<file path="src/rtl/mac_seq_ctrl.sv">
// Schedule sequencer for the flopoco MAC chain: walks a one-hot fsm_state through
// N_STATES cycles, waits out the adder pipeline, then holds the captured result on a valid/ready port.
module mac_seq_ctrl #(
    parameter int WE       = 8,
    parameter int WF       = 23,
    parameter int N_STATES = 6,
    parameter int DRAIN    = 3
) (
    input  logic                  clk,
    input  logic                  rst,
    input  logic                  start,
    output logic                  start_ready,
    output logic [N_STATES-1:0]   fsm_state,
    input  logic [WE+WF+2:0]      result_in,
    output logic [WE+WF+2:0]      out_data,
    output logic                  out_valid,
    input  logic                  out_ready,
    output logic                  out_nan,
    output logic                  out_inf,
    output logic                  busy
);

    localparam int DW  = WE + WF + 3;
    localparam int IW  = (N_STATES > 1) ? $clog2(N_STATES) : 1;
    localparam int DCW = (DRAIN > 1) ? $clog2(DRAIN) : 1;

    // Handshakes: a transfer happens on a rising edge where valid/ready (start/start_ready,
    // out_valid/out_ready) are both high; valid never depends combinationally on ready.
    typedef enum logic [1:0] {
        S_IDLE  = 2'd0,
        S_RUN   = 2'd1,
        S_DRAIN = 2'd2,
        S_HOLD  = 2'd3
    } state_t;

    state_t           state, state_next;
    logic [IW-1:0]    step_idx;
    logic [DCW-1:0]   drain_cnt;
    logic             capture;
    logic             last_step, last_drain;

    assign last_step  = (step_idx == IW'(N_STATES - 1));
    assign last_drain = (drain_cnt == DCW'(DRAIN - 1));

    always_comb begin
        state_next = state;
        capture    = 1'b0;
        case (state)
            S_IDLE:  if (start) state_next = S_RUN;
            S_RUN: begin
                if (last_step) begin
                    if (DRAIN > 0) begin
                        state_next = S_DRAIN;
                    end else begin
                        capture    = 1'b1;
                        state_next = S_HOLD;
                    end
                end
            end
            S_DRAIN: begin
                if (last_drain) begin
                    capture    = 1'b1;
                    state_next = S_HOLD;
                end
            end
            S_HOLD:  if (out_ready) state_next = S_IDLE;
            default: state_next = S_IDLE;
        endcase
    end

    // Counters only advance while staying in their state, so each entry starts from zero.
    always_ff @(posedge clk) begin
        if (rst) begin
            state     <= S_IDLE;
            step_idx  <= '0;
            drain_cnt <= '0;
            out_data  <= '0;
            out_nan   <= 1'b0;
            out_inf   <= 1'b0;
        end else begin
            state <= state_next;
            if (state == S_RUN && state_next == S_RUN) step_idx <= step_idx + 1'b1;
            else                                       step_idx <= '0;
            if (state == S_DRAIN && state_next == S_DRAIN) drain_cnt <= drain_cnt + 1'b1;
            else                                           drain_cnt <= '0;
            if (capture) begin
                out_data <= result_in;
                out_nan  <= (result_in[DW-1:DW-2] == 2'b11);
                out_inf  <= (result_in[DW-1:DW-2] == 2'b10);
            end
        end
    end

    assign start_ready = (state == S_IDLE);
    assign out_valid   = (state == S_HOLD);
    assign busy        = (state == S_RUN) || (state == S_DRAIN);
    assign fsm_state   = (state == S_RUN) ? (N_STATES'(1) << step_idx) : '0;

endmodule

</file>
<file path="config.mk">
export PLATFORM = sky130hd
export DESIGN_NAME = mac_seq_ctrl
export DESIGN_NICKNAME = d
export VERILOG_FILES = /design/src/rtl/mac_seq_ctrl.sv
export SDC_FILE = /design/constraint.sdc
export NUM_CORES = 1
export LEC_CHECK = 0
export ABC_AREA = 1
export CORE_ASPECT_RATIO = 1.4
export CORE_UTILIZATION = 40
export DETAILED_ROUTE_END_ITERATION = 10
export PLACE_DENSITY = 0.87
export REMOVE_ABC_BUFFERS = 1
export SLEW_MARGIN = 20
export SYNTH_ARGS = -nofsm -noshare
export SYNTH_HDL_FRONTEND = slang
export SYNTH_SLANG_ARGS = --single-unit
</file>
<file path="constraint.sdc">
create_clock -name clk -period 1.8 [get_ports clk]
set_clock_uncertainty 0.1 [all_clocks]
set_input_delay 0.36 -clock clk [delete_from_list [all_inputs] [get_ports clk]]
set_output_delay 0.36 -clock clk [all_outputs]
set_load 0.02 [all_outputs]
</file>
==> results of run 1 <==
==> layout by cell type, fill, tap and decap left out, types with 3 or more instances in the layout <==
| cell | instances |
|---|---|
| a21oi_1 | 5 |
| nor2_1 | 72 |
| o21ai_1 | 3 |
| nand3_2 | 3 |
| clkdlybuf4s50_1 | 73 |
| nand3_1 | 3 |
| dfxtp_1 | 41 |
| o21ai_0 | 29 |
| inv_1 | 16 |
| nor3_1 | 3 |
| buf_4 | 8 |
| buf_2 | 8 |
| clkbuf_8 | 5 |
| ha_1 | 8 |
| nand2_2 | 4 |
| nand2_1 | 16 |
==> worst register-to-register path, delay by kind of cell, from the launching register on <==
kind	cells	cell delay (ns)
buffers and inverters	2	0.42
DFF	1	0.34
and+or+nand+nor	3	0.34
adders and majority gates	1	0.21
AOI/OAI and AO/OA	1	0.15
==> kinds of logic (layout without fill, tap and decap cells) <==
kind of cell    Yosys count  after routing  synth area share
fa+ha+maj                10             10            0.0709
flops                    43             43             0.488
buf+inv                  29            116            0.0823
compound gates           40             40             0.120
simple gates            102            102             0.239
==> final cells by class <==
cell class,instances,area [um2],share of cell area
multi-input cells,152,773,0.285
inverters,19,73.8,0.0272
clock buffers,6,72.6,0.0267
well taps,60,75.1,0.0277
repair buffers,91,856,0.315
flip-flops and latches,43,863,0.318
==> state kept, by name, indices dropped and copies added (netlist names) <==
name,cells
drain_cnt,2
out_data,34
out_inf,1
out_nan,1
state,2
step_idx,3
==> power breakdown <==
group	internal, mW	total, mW	switching (mW)
clock network	0.259	0.550	0.292
registers	0.958	0.966	0.00796
logic	0.133	0.243	0.110
==> layer usage <==
| layer | global-route usage | routed length (um) | vias to the layer above |
|---|---|---|---|
| li1 | - | - | 878 |
| met1 | 0.178 | 1540 | 738 |
| met2 | 0.357 | 2260 | 47 |
| met3 | 0.0612 | 245 | 6 |
| met4 | 0.0571 | 59 | 0 |
| met5 | 0 | 0 | - |
==> through the flow <==
| step | worst slack, ns | hold WS [ns] | std cells | instance area [um2] |
|---|---|---|---|---|
| floorplan | 0.127 | 0.290 | 214 | 1690 |
| global placement | -0.0518 | 0.298 | 365 | 2670 |
| finish | 0.0627 | 0.325 | 371 | 2710 |
| global route | 0.0243 | 0.338 | 371 | 2710 |
| CTS | -0.0232 | 0.326 | 371 | 2750 |
| detailed placement | -0.110 | 0.315 | 365 | 2670 |
==> worst max path at each step <==
stage / from / to / slack (ns) / cells past startpoint
after floorplan: state[0] / out_inf / 0.13 / 7
after global placement: state[1] / fsm_state[1] / -0.05 / 5
after detailed placement: state[1] / fsm_state[1] / -0.11 / 5
after CTS: state[0] / out_valid / -0.02 / 3
after global routing: state[1] / busy / 0.02 / 4
final: state[1] / busy / 0.06 / 4
==> timing repair <==
item / in CTS / in global routing
resized for setup: 32 / 8
hold endpoints to repair: 0 / 0
cloned: 0 / 0
setup endpoints to repair: 9 / 7
==> run metrics, run 1 <==
Root Driver=clkbuf_8; Die W=58.1 um; Worst Setup End Kind=output port; Worst Max-Slew Pin Slew=0.342 ns; crit path launch type=register; TritonCTS buffer count=5; nets=360; Hold Crit Endpoint=drain_cnt[0]; CTS Hold Buffers Added=0; hold_sp=drain_cnt[0]; CP Max Fanout=2; initial antenna violation count=0; chip height=80.6 um; top_reg_cell synth=dfxtp_1; fmax=0.576 GHz; post-route antenna net violation count=0; R2R depth=7; Final Max Slew Viols=0; TritonCTS clock tree=done; IO Port Bufs=82; Via density=4.50; Detailed Place HPWL=3.12 mm; Avg Inst Size Synth=7.88 um2; post-synthesis sequential area ratio=0.488; pwr dens=648 mW/mm2; Syn Inst Count=224; Rel. slew slack=0.772; Tmin final=1.74 ns; overall global routing resource usage=0.184; Core Area=0.00424 mm2; leading post-synthesis cells by cell area=dfxtp_1 49%, nor2_1 15%, o21ai_0 8.2%, ha_1 7.1%, inv_1 3.4%; global-route wire length before repair=6.67 mm; DRC=0; Core Rows=28; peak supply drop=0.534 mV; RSZ-0062 raised after global routing=false; Yosys top cell by area=dfxtp_1; asr flop ratio synth=0; GPL Wtd Cong=0.737; R2R Path End=out_inf; CTS max path bufs=2; Synth top area share=0.488; Layout area overhead=53.8%; crit path DAT=1.28 ns; Initial Util=0.416; GRT overflow=0; Critical Path Max Stage Delay=0.34 ns; Register-to-Register Setup Slack=0.18 ns; period utilization=0.965; n_diodes=0; Worst path top cell family by delay=buffers and inverters; LEAKAGE=1.08 nW; final setup vio count=0; First-pass DRT Iterations=4; Max H-tree Level=2; Crit-path slowest cell=dfxtp_2; Req. time, crit path=1.34 ns; Hold Crit Depth=1; Hold Path Class=register to register; Worst-Skew Late Latency=0.28 ns; pin count of the biggest net entering global routing=36; I/O pin count=83; Final Util=0.640; WL/cell=11.1 um; worst reg2reg path startpoint=state[1]; EDFF count, synth=0; share of cells above drive strength 1=0.125; most common cell in the netlist=nor2_1; Initial DRC Count=26; CP Buf/Inv Count=3; vias in the first global route=1558; die area=0.00468 mm2; Hold Fails Final Rpt=0; synth warn=0; post-synthesis instance area=0.00176 mm2; clock-pin slew on the worst setup and hold paths=0.08 ns; #FFs+latches synth=43; critical path, cell by cell=inv_1, buf_4, ha_1, buf_2; Total Wirelength=4.10 mm; Setup Crit Path Kind=register to output port; library cells used by synthesis=21; status=finished clean; postcts setup bufs=0; overall power=1.76 mW; Filler cells=395; via count=1669; Post-synth top cells=72 x nor2_1, 43 x dfxtp_1, 29 x o21ai_0; max-capacitance violation count=0; clk sinks=43; Fin Setup TNS=0 ns
Power figures use the tool's default switching activity.
==> run 2: changes to the inputs <==
--- a/config.mk
+++ b/config.mk
@@ -5,11 +5,10 @@
 export SDC_FILE = /design/constraint.sdc
 export NUM_CORES = 1
 export LEC_CHECK = 0
-export ABC_AREA = 1
 export CORE_ASPECT_RATIO = 1.4
 export CORE_UTILIZATION = 40
 export DETAILED_ROUTE_END_ITERATION = 10
-export PLACE_DENSITY = 0.87
+export PLACE_DENSITY = 0.88
 export REMOVE_ABC_BUFFERS = 1
 export SLEW_MARGIN = 20
 export SYNTH_ARGS = -nofsm -noshare
==> run 2 against run 1 <==
Against the previous run:
- the run now ends with DRC left
- worst hold slack got worse by 0.0061 ns
- clock-buffer cell count is 1 higher
- worst setup slack lost 0.017 ns
- largest cell class is now non-clock buffers
- largest power group unchanged
==> run metrics, run 2 <==
Detailed Place HPWL=3.06 mm; critical path, cell by cell=inv_1, ha_2, nor2b_2, and2_1, buf_2; hold_sp=drain_cnt[0]; leading post-synthesis cells by cell area=dfxtp_1 50%, nand2_1 16%, a21oi_1 11%, ha_1 7.3%, and2_1 1.8%; Hold Crit Depth=1; Root Driver=clkbuf_8; WL/cell=11.9 um; Post-synth top cells=73 x nand2_1, 43 x dfxtp_1, 38 x a21oi_1; post-synthesis sequential area ratio=0.501; clock-pin slew on the worst setup and hold paths=0.08 ns; Inst Count DP=338; Worst Setup SP=state[1]; fmax=0.570 GHz; IO Port Bufs=82; #FFs+latches synth=43; LEAKAGE=0.993 nW; dpl ws=-0.120 ns; pwr dens=799 mW/mm2; TritonCTS buffer count=5; pin count of the biggest net entering global routing=36; GRT overflow=0; DRC=5; Initial DRC Count=54; Die W=57.4 um; Avg Inst Size Synth=8.10 um2; peak supply drop=0.555 mV; synth warn=0; Core Area=0.00402 mm2; postcts setup bufs=0; Worst Max-Slew Pin Slew=0.307 ns; R2R depth=8; Max H-tree Level=2; status=complete, but fails checks; GPL Wtd Cong=0.725; nets=350; Total Wirelength=4.13 mm; crit path setup slack, layout=0.0461 ns; Rel. slew slack=0.795; First-pass DRT Iterations=7; CP Max Fanout=3; max-capacitance violation count=0; Crit-path slowest cell=dfxtp_2; overall global routing resource usage=0.192; Worst-Skew Late Latency=0.29 ns; CTS max path bufs=2; Yosys top cell by area=dfxtp_1; CTS Hold Buffers Added=0; initial antenna violation count=0; RSZ-0062 raised after global routing=true; Core Rows=27; Hold Fails Final Rpt=0; crit path DAT=1.29 ns; EDFF count, synth=0; Req. time, crit path=1.34 ns; Final Util=0.678; Synth top area share=0.501; global-route wire length before repair=6.78 mm; Crit path depth=5; clk sinks=43; vias in the first global route=1671; failing checks=DRC; final setup vio count=0; CP Buf/Inv Count=2; most common cell in the netlist=nand2_1; Syn Inst Count=212; TritonCTS clock tree=done; Largest regs=out_data: 34 flops, step_idx: 3 flops; via count=1701; n_diodes=0; Layout area overhead=58.6%; die area=0.00456 mm2; post-route antenna net violation count=0; Via density=4.92; Largest register FFs=34; Worst path top cell family by delay=flip-flops; Final Instance Count excl. Fillers=346; I/O pin count=83; commonest non-fill, non-tap cells in the layout=73 x nand2_1, 73 x clkdlybuf4s50_1, 41 x dfxtp_1, 37 x a21oi_1, 10 x buf_4; post-synthesis instance area=0.00172 mm2; asr flop ratio synth=0; Tmin final=1.75 ns; crit path launch type=register; chip height=79.5 um; Biggest register=out_data; period utilization=0.974; share of cells above drive strength 1=0.109; Setup Crit Path Kind=register to output port; top_reg_cell synth=dfxtp_1; Final Max Slew Viols=0; Hold Path Class=register to register; Worst Setup End Kind=output port; Critical Path Max Stage Delay=0.32 ns; worst reg2reg path startpoint=state[0]; library cells used by synthesis=24; Initial Util=0.427
==> run 2: where the power goes <==
part | total, mW | internal, mW | leakage (nW) | switching [mW]
Sequential | 0.991 | 0.976 | 0.347 | 0.0151
Combinational | 0.563 | 0.269 | 0.597 | 0.294
Clock | 0.624 | 0.314 | 0.0484 | 0.310
==> run 2: cell type report <==
cell class              instances  area (um2)
fillers                       338        1290
repair buffers                 94         901
flip-flops and latches         43         863
multi-input cells             150         782
clock buffers                   7        86.3
well taps                      43        53.8
inverters                       8        30.0
clock inverters                 1        8.76
==> run 2: final timing paths <==
kind,slack (ns),to
min reg2reg,0.32,drain_cnt[0]
min,0.32,drain_cnt[0]
max reg2reg,0.11,step_idx[1]
max,0.05,fsm_state[2]
==> run 2: repair_timing <==
action                                  4_1_cts  5_1_grt
endpoints found under the setup margin        9       10
gates resized for setup                      31        9
pin swaps                                     0        1
==> run 2: routing by layer <==
metal | vias to the layer above | share of wire | wire [um] | global-route usage
met5 | - | 0 | 0 | 0
met4 | 0 | 0.029 | 120 | 0.115
met1 | 762 | 0.39 | 1590 | 0.193
li1 | 869 | - | - | -
met3 | 11 | 0.069 | 284 | 0.0438
met2 | 59 | 0.52 | 2130 | 0.350
==> run 2: per-stage QoR <==
| stage | power [mW] | TNS, ns | hold WS [ns] | instance area, um2 |
|---|---|---|---|---|
| finish | 2.18 | 0 | 0.319 | 2730 |
| global route | 2.30 | -0.210 | 0.361 | 2730 |
| CTS | 2.20 | 0 | 0.323 | 2720 |
| detailed placement | 1.60 | -0.515 | 0.311 | 2650 |
| global placement | 1.59 | -0.296 | 0.308 | 2650 |
| floorplan | 1.30 | 0 | 0.299 | 1660 |
==> run 2: logic make-up (layout without fill, tap and decap cells) <==
group | count (synthesis) | count (layout) | share of synthesized area
AOI/OAI and AO/OA | 42 | 42 | 0.128
DFF | 43 | 43 | 0.501
adders and majority gates | 10 | 10 | 0.0728
buffers and inverters | 19 | 110 | 0.0517
and+or+nand+nor | 98 | 98 | 0.246
==> run 3: changes to the inputs <==
--- a/config.mk
+++ b/config.mk
@@ -7,6 +7,7 @@
 export LEC_CHECK = 0
 export CORE_ASPECT_RATIO = 1.4
 export CORE_UTILIZATION = 40
+export CTS_BUF_LIST = sky130_fd_sc_hd__clkbuf_4 sky130_fd_sc_hd__clkbuf_8 sky130_fd_sc_hd__clkbuf_16
 export DETAILED_ROUTE_END_ITERATION = 10
 export PLACE_DENSITY = 0.88
 export REMOVE_ABC_BUFFERS = 1
==> constraint.sdc (replaced) <==
create_clock -name clk -period 1.8 [get_ports clk]
set_clock_uncertainty 0.1 [all_clocks]
set_input_delay 0.45 -clock clk [delete_from_list [all_inputs] [get_ports clk]]
set_output_delay 0.45 -clock clk [all_outputs]
set_load 0.02 [all_outputs]
==> run 3 against run 2 <==
Against the previous run:
- die area unchanged
- the run still ends with DRC left
- cell count rose by 0.87%
- largest cell class unchanged
- register-to-register slack improved by 0.03 ns
- core utilization up 6.1 points
- critical path type unchanged
- critical path depth is the same
- clock power grew 14%
- global-route usage is 1.1 points higher
==> run metrics, run 3 (synthesis gave the netlist of run 2 again) <==
status=complete, but fails checks; failing checks=DRC; initial antenna violation count=0; R2R Path End=step_idx[1]; Largest regs=out_data: 34 flops, step_idx: 3 flops; GPL Wtd Cong=0.800; Initial Util=0.427; nets=354; Hold Crit Depth=1; IO Port Bufs=82; pin count of the biggest net entering global routing=37; DRC=5; Hold Crit Endpoint=drain_cnt[0]; register area=872 um2; Via density=4.95; clk sinks=43; crit path launch type=register; TritonCTS buffer count=5; Final Max Slew Viols=0; chip height=79.5 um; Biggest register=out_data; overall power=2.52 mW; worst reg2reg path startpoint=state[0]; period utilization=0.991; Root Driver=clkbuf_8; pwr dens=850 mW/mm2; commonest non-fill, non-tap cells in the layout=73 x nand2_1, 39 x clkdlybuf4s50_1, 38 x dfxtp_1, 37 x a21oi_1, 29 x dlymetal6s2s_1; n_diodes=0; global-route wire length before repair=7.13 mm; Core Area=0.00402 mm2; commonest non-fill, non-tap cell in the layout=nand2_1; CP Max Fanout=3; R2R depth=8; crit path setup slack, layout=0.0161 ns; Max H-tree Level=2; post-route antenna net violation count=0; Register-to-Register Setup Slack=0.14 ns; Setup Crit Path Kind=register to output port; Die W=57.4 um; I/O pin count=83; LEAKAGE=1.60 nW; via count=1727; CTS max path bufs=2; Layout area overhead=72.8%; CTS Hold Buffers Added=0; Total Wirelength=4.58 mm; final setup vio count=0; Req. time, crit path=1.25 ns; peak supply drop=0.696 mV; crit path DAT=1.23 ns; area taken by multi-input logic gates=872 um2; WHS=0.331 ns; share of cells above drive strength 1=0.183; fmax=0.561 GHz; vias in the first global route=1650; dpl ws=-0.255 ns; Largest register FFs=34; WL/cell=13.1 um; max-capacitance violation count=0; Rel. slew slack=0.775; Hold Path Class=register to register; Worst-Skew Late Latency=0.28 ns; clock-pin slew on the worst setup and hold paths=0.07 ns; RSZ-0062 raised after global routing=true; Tmin final=1.78 ns; Core Rows=27; hold_sp=drain_cnt[0]; Worst Max-Slew Pin Slew=0.337 ns; die area=0.00456 mm2; Worst Setup End Kind=output port; Hold Fails Final Rpt=0; First-pass DRT Iterations=9; Initial DRC Count=122; GRT overflow=0; overall global routing resource usage=0.203; Fin Setup TNS=0 ns; TritonCTS clock tree=done; Filler cells=294; Detailed Place HPWL=3.21 mm
[run 3: cell count changes in the layout (fill, tap and decap cells not counted), sizes merged]
| cell | before | now |
|---|---|---|
| buf | 19 | 25 |
| clkbuf | 8 | 6 |
| clkinv | 1 | 0 |
| clkdlybuf4s50 | 73 | 39 |
| bufinv | 0 | 1 |
| dlymetal6s2s | 0 | 29 |
| dlygate4sd2 | 1 | 5 |
[run 3: worst max-delay path by stage]
| stage | startpoint | endpoint | slack [ns] |
|---|---|---|---|
| floorplan | state[0] | out_nan | 0.07 |
| detailed placement | state[1] | fsm_state[2] | -0.26 |
| CTS | state[0] | busy | -0.01 |
| global route | state[1] | fsm_state[2] | -0.04 |
| global placement | state[1] | fsm_state[2] | -0.17 |
| finish | state[1] | fsm_state[1] | 0.02 |
[run 3: metrics by stage]
stage / util / instances / instance area, um2
global route: 0.739 / 349 / 2970
finish: 0.739 / 349 / 2970
detailed placement: 0.663 / 340 / 2660
floorplan: - / 201 / 1660
global placement: 0.663 / 340 / 2660
CTS: 0.696 / 347 / 2800
[run 3: routing by layer]
metal / wire length (um) / GRT usage
met5: 0 / 0
met4: 95 / 0.0805
met3: 273 / 0.0551
met2: 2480 / 0.387
met1: 1730 / 0.201
[run 3: area by class of cell]
type	count	area share
clock inverters	1	0.0101
well taps	43	0.0181
repair buffers	98	0.349
inverters	8	0.0101
clock buffers	6	0.0257
flip-flops and latches	43	0.294
multi-input cells	150	0.294
[run 3: power breakdown]
| part | internal (mW) | switching [mW] | leakage (nW) |
|---|---|---|---|
| Clock | 0.421 | 0.293 | 0.0547 |
| Sequential | 0.983 | 0.0252 | 0.349 |
| Combinational | 0.416 | 0.386 | 1.19 |
[run 3: repair_timing]
item,CTS,global route
buffers inserted,0,2
resized for setup,64,52
endpoints found under the setup margin,14,62
pin swaps,0,5
[run 3: critical path, stage by stage, from the launching register on]
cell	delay, ns
dfxtp_2	0.32
inv_2	0.08
ha_4	0.14
nor2b_4	0.16
and2_4	0.15
buf_6	0.10
